===== src/rtl/mux2_rr_sel.sv =====
// Round-robin packet arbiter that drives the select of an external 2:1 mux.
// Define MUX2_RR_STATS_EN to add per-input beat counters (beats0/beats1/stats_clr).
module mux2_rr_sel #(
  parameter int unsigned CNT_W = 16
) (
  input  logic             clk,
  input  logic             rst,
  input  logic [1:0]       in_valid,
  input  logic [1:0]       in_last,
  output logic [1:0]       in_ready,
  output logic             sel,
  output logic             out_valid,
  input  logic             out_ready,
  output logic             out_last
`ifdef MUX2_RR_STATS_EN
  ,
  input  logic             stats_clr,
  output logic [CNT_W-1:0] beats0,
  output logic [CNT_W-1:0] beats1
`endif
);

  typedef enum logic {IDLE, BUSY} state_t;

  state_t state, state_nxt;
  logic   g, g_nxt;
  logic   prio, prio_nxt;
  logic   xfer;

  if (CNT_W == 0) begin : g_cnt_w_check
    $error("mux2_rr_sel: CNT_W must be nonzero");
  end

  always_ff @(posedge clk) begin
    if (rst) begin
      state <= IDLE;
      g     <= 1'b0;
      prio  <= 1'b0;
    end else begin
      state <= state_nxt;
      g     <= g_nxt;
      prio  <= prio_nxt;
    end
  end

  always_comb begin
    state_nxt = state;
    g_nxt     = g;
    prio_nxt  = prio;
    case (state)
      IDLE: begin
        if (|in_valid) begin
          state_nxt = BUSY;
          g_nxt     = (in_valid == 2'b11) ? prio : in_valid[1];
        end
      end
      BUSY: begin
        if (xfer && out_last) begin
          prio_nxt = ~g;
          if (in_valid[~g]) g_nxt = ~g;
          else              state_nxt = IDLE;
        end
      end
      default: state_nxt = IDLE;
    endcase
  end

  // Handshake is masked during reset so a packet abandoned by reset never completes a beat.
  always_comb begin
    in_ready    = '0;
    out_valid   = (state == BUSY) && in_valid[g] && !rst;
    out_last    = out_valid && in_last[g];
    in_ready[g] = (state == BUSY) && out_ready && !rst;
    xfer        = out_valid && out_ready;
  end

  assign sel = g;

`ifdef MUX2_RR_STATS_EN
  always_ff @(posedge clk) begin
    if (rst || stats_clr) begin
      beats0 <= '0;
      beats1 <= '0;
    end else if (xfer) begin
      if (g) beats1 <= beats1 + 1'b1;
      else   beats0 <= beats0 + 1'b1;
    end
  end
`endif

endmodule


===== config.mk =====
export PLATFORM = sky130hd
export DESIGN_NAME = mux2_rr_sel
export DESIGN_NICKNAME = d
export VERILOG_FILES = /design/src/rtl/mux2_rr_sel.sv
export SDC_FILE = /design/constraint.sdc
export NUM_CORES = 1
export LEC_CHECK = 0
export ABC_AREA = 1
export CAP_MARGIN = 20
export CORE_AREA = 2 2 39 41
export CTS_BUF_LIST = sky130_fd_sc_hd__clkbuf_8
export CTS_CLUSTER_DIAMETER = 60
export DETAILED_ROUTE_END_ITERATION = 16
export DIE_AREA = 0 0 41 43
export PLACE_DENSITY = 0.49
export SLEW_MARGIN = 10
export SYNTH_ARGS = -nofsm -noshare
export SYNTH_HDL_FRONTEND = slang
export SYNTH_SLANG_ARGS = --single-unit
export TNS_END_PERCENT = 10

===== constraint.sdc =====
create_clock -name clk -period 1.2 [get_ports clk]
set_input_delay 0.18 -clock clk [delete_from_list [all_inputs] [get_ports clk]]
set_output_delay 0.18 -clock clk [all_outputs]
set_load 0.02 [all_outputs]

## Word level (Yosys, flattened, before mapping)

Cells that the tools add are included.

| word-level totals | value |
|---|---|
| register bits | 3 |
| input port bits | 7 |
| output and inout bits | 5 |
| logic and storage cells | 42 |

| operators by class | value |
|---|---|
| $lt $le $gt $ge | 3 |
| equality and inequality tests | 4 |
| mux-type cells | 17 |
| bitwise logic cells | 3 |
| reductions and logical operators | 12 |

Operators by type and width:

| cell | number |
|---|---|
| 1-bit two-way mux | 14 |
| 1-bit logical AND | 8 |
| 1-bit by 2-bit less-than comparator with 1-bit output (second input constant) | 2 |
| 2-bit by 1-bit != test with 1-bit output (second input constant) | 2 |
| 1-bit case mux with 2 select lines | 2 |
| 3-bit AND reduction | 1 |
| 2-bit bitwise AND | 1 |
| 2-bit equality test (second input constant) | 1 |
| 2-bit != test (second input constant) | 1 |
| 1-bit inverter | 2 |
| 2-bit AND reduction | 1 |
| 2-bit OR reduction | 1 |
| 1-bit demux with 1-bit select | 1 |
| 1-bit >= comparator (second input constant) | 1 |
| 1-bit logical NOT | 1 |

## Longest topological paths before layout

| logic depth | value |
|---|---|
| word-level depth | 8 |
| depth in mapped cells | 8 |
| mapped depth without buffers | 8 |

## Least setup slack after synthesis

Ideal clock, no wire load.

| timing | value |
|---|---|
| path type | register -> output |
| start | register g (netlist: sel) |
| end | output out_last |
| data arrival time | 1,349 ps |
| data required time | 1,020 ps |
| slack | -329 ps |
| stages on the path, launching flop included | 7 |
| cells stage by stage | dfxtp_1 nand2_1 o21ai_1 nand2_1 nor2_1 nand2_1 inv_1 |

| between the ends | value |
|---|---|
| cells in the longest elaborated chain, start to end | 5 |

RTL lines:

| element | line | RTL |
|---|---|---|
| from (decl) | 26 | `logic g, g_nxt;` |
| from (signal assigned) | 41 | `g <= g_nxt;` |
| 1-bit two-way mux (not written as such) (2 in a row) | 71 | `out_valid = (state == BUSY) && in_valid[g] && !rst;` |
| 1-bit logical AND (2 in a row) | 71 |  |
| net out_valid | 12 | `output logic out_valid,` |
| 1-bit logical AND | 72 | `out_last = out_valid && in_last[g];` |
| to (decl) | 14 | `output logic out_last` |

The timed path passes the listed nets, and every way through them passes these cells. The select of a mux whose other input is x is not followed.

## Final worst setup path

| timing | value |
|---|---|
| start | register g (netlist: sel) |
| end | output out_last |

| between the ends | value |
|---|---|
| cells in the longest elaborated chain, start to end | 5 |

RTL lines:

| element | line |
|---|---|
| 1-bit two-way mux (not written as such) (2 in a row) | 71 |
| 1-bit logical AND (2 in a row) | 71 |
| 1-bit logical AND (*) | 72 |

Every way passes the cells marked *; elsewhere a longest branch is shown, timed or not. The select of a mux whose other input is x is not followed.

==> flow_metrics.tcl <==
set metrics [dict create \
    yosys.cell_types.count 12 \
    share_seq_of_total_power_pct 20.3 \
    required_ps 1020 \
    portBuffers 11 \
    ys_ff_latch 3 \
    nNetsFinal 72 \
    hold_depth 4 \
    postRouteWirelength_um 750 \
    drt_iter0_drc 6 \
    fp.coreArea_mm2 0.00138 \
    swShare_pct 28.2 \
    switchingPower_w 0.000168 \
    die-area_mm2 0.00176 \
    cp_num_buf_inv 2 \
    grt_pass1_wl_mm 1.19 \
    syn_area_per_cell_um2 5.77 \
    p_clk_share_pct 47.2 \
    finalClockSkew_ps 0.675 \
    critPathCapture "out_last" \
    cp-end-kind "output port" \
    synth_nets 43 \
    start_util_pct 15.0 \
    crit_top_cell "nand2_2" \
    syn_inst 36 \
    worst_slack_ps -67.1 \
    crit_family "flip-flops" \
    worstPathArrival_ps 1090 \
    antenna_found_initial 0 \
    drv_cap 0 \
    finalSetupViolCount 5 \
    cts_tree "yes" \
    ir_worst_vdd_mv 0.634 \
    cts_num_sinks 3 \
    rsz0062_at_grt "true" \
    fp.dieW_um 41 \
    crit_path_start "sel" \
    grt_pass1_vias 289 \
    fin_crit_ps 1270 \
    cp_cell_sequence "nand2_2 -> o21ai_4 -> nand2_2 -> nor2_4 -> nand2_1 -> inv_2 -> buf_6" \
    routabilityCongestion 0.694 \
    drc 0 \
    synth.top_cell.area_share_pct 28.9 \
    fmax_mhz 789 \
    firstDrtPassIters 4 \
    clock_latency_ps 210 \
    grt_max_degree 6 \
    cts.clk_slew.worst_paths_ps 30 \
    overflow 0 \
    maxSlewHeadroom_pct 85.5 \
    rows 14 \
    critPathMaxFanout 3 \
    wl_per_cell_um 9.38 \
    finalCritPeriodShare_pct 106 \
    synth_area_leader_cell "dfxtp_1" \
    combPwrFrac_pct 32.5 \
    slew_violations 0 \
    start_kind "flip-flop" \
    placedCellCount 73 \
    power_density_mw_per_mm2 1120 \
    p_leak_nw 0.267 \
    ant_nets 0 \
    clk_path_buf_depth 2 \
    dp_hpwl_um 497 \
    drive_gt1_share_pct 56.3 \
    status "complete, but fails checks" \
    hold_viol 0 \
    htree_levels 1 \
    timing.rr.start "sel" \
    r2r_end "sel" \
    synth_area_leaders "dfxtp_1 29%, nand2_1 16%, inv_1 11%" \
    cts_buffers 3 \
    vias 330 \
    slowest_stage "dfxtp_4" \
    worst_slew_pin_slew_ps 215 \
    reg2regPathDepth 10 \
    hold_class "in2reg" \
    seq_area_frac_synth_pct 28.9 \
    cts-root-buf "clkbuf_8" \
    critPathKind "reg2out" \
    p_int_w 0.000428 \
    ff2ff_setup_slack_ps -50 \
    n_antenna_cell 0 \
    die_h_um 43 \
    violations "setup timing" \
    instances_no_fill 80 \
    area_growth_pct 155 \
    whs_ps 400 \
    hold_buffers 0 \
    via_per_inst 4.13 \
    critPathMaxStageDelay_ps 360 \
    ios 12 \
    syn-cell-area_um2 208 \
    yosysWarnings 0 \
    worst-path-stages 7 \
    grt_use_total_pct 10.3 \
]
## sequential cells by signal, summed over array words and instances, names as in the netlist
register / cells
sel: 1
prio: 1
state: 1
## tightest hold or removal path, stage by stage
cell and delay, ps:
dlymetal6s2s_1 120, buf_4 140, buf_4 100, a21oi_1 30
## timing repair
| action | CTS | global route |
|---|---|---|
| resized for setup | 39 | 3 |
| pin swaps | 2 | 2 |
| setup endpoints to repair | 7 | 8 |
| setup buffers | 3 | 0 |
## through the flow
step	util [%]	power, W	area (µm²)	setup TNS (ps)	setup WS [ps]
2_1_floorplan	-	0.000185	219	0	16.7
3_3_place_gp	30.7	0.000274	424	-3260	-803
3_5_place_dp	30.7	0.000274	424	-3310	-814
4_1_cts	38.5	0.000605	533	-226	-68.7
5_1_grt	38.3	0.000635	531	-638	-132
6_report	38.3	0.000596	531	-233	-67.1
## cells in the final DEF (no fill, tap or decap)
master	n
a21oi_1	3
a31oi_1	1
buf_2	1
buf_4	12
buf_6	4
clkbuf_2	1
clkbuf_8	3
clkdlybuf4s50_1	3
dfxtp_1	1
dfxtp_2	1
dfxtp_4	1
dlygate4sd2_1	2
dlymetal6s2s_1	1
inv_1	5
inv_2	3
nand2_1	5
nand2_2	5
nand3_1	1
nand4_4	1
nor2_1	3
nor2_2	1
nor2_4	2
o21ai_0	1
o21ai_1	2
o21ai_4	1
## how the worst min path moves through the flow
stage | from | to | slack (ps)
detailed placement | prio | prio | 460
global route | rst | state | 420
global placement | prio | prio | 470
CTS | prio | prio | 460
finish | rst | state | 400
floorplan | rst | state | 250
## cells by family (layout without fill, tap and decap cells)
logic type | Yosys count | count (layout) | share of synthesized area (%)
AOI/OAI and AO/OA | 8 | 8 | 19.9
buffers and inverters | 7 | 35 | 12.6
DFF | 3 | 3 | 28.9
and+or+nand+nor | 18 | 18 | 38.6
## routing by layer
metal | wire, µm | track usage, %
met1 | 322 | 12.8
met2 | 374 | 14.1
met3 | 53 | 7.85
met4 | 0 | 2.00
met5 | 0 | 0
## synthesized netlist by cell type, drive strengths merged
master,count
a21oi,3
a31oi,1
dfxtp,3
inv,7
nand2,10
nand3,1
nand4,1
nor2,6
o21ai,4
## power by group through the flow
stage	clock network [W]	registers, W	logic (W)
after floorplan	0	0.000126	0.0000598
after global placement	0	0.000117	0.000157
after detailed placement	0	0.000117	0.000157
after CTS	0.000290	0.000120	0.000195
after global routing	0.000306	0.000122	0.000208
final	0.000281	0.000121	0.000193
## final cells by class
class	count	area [µm²]
Inverter	7	26.3
Timing Repair Buffer	24	205
Multi-Input combinational cell	26	169
Tap cell	16	20.0
Clock buffer	3	41.3
Sequential cell	3	65.1
Fill cell	151	853
Clock inverter	1	3.75
Note: power is estimated with default switching activity, not from simulation.
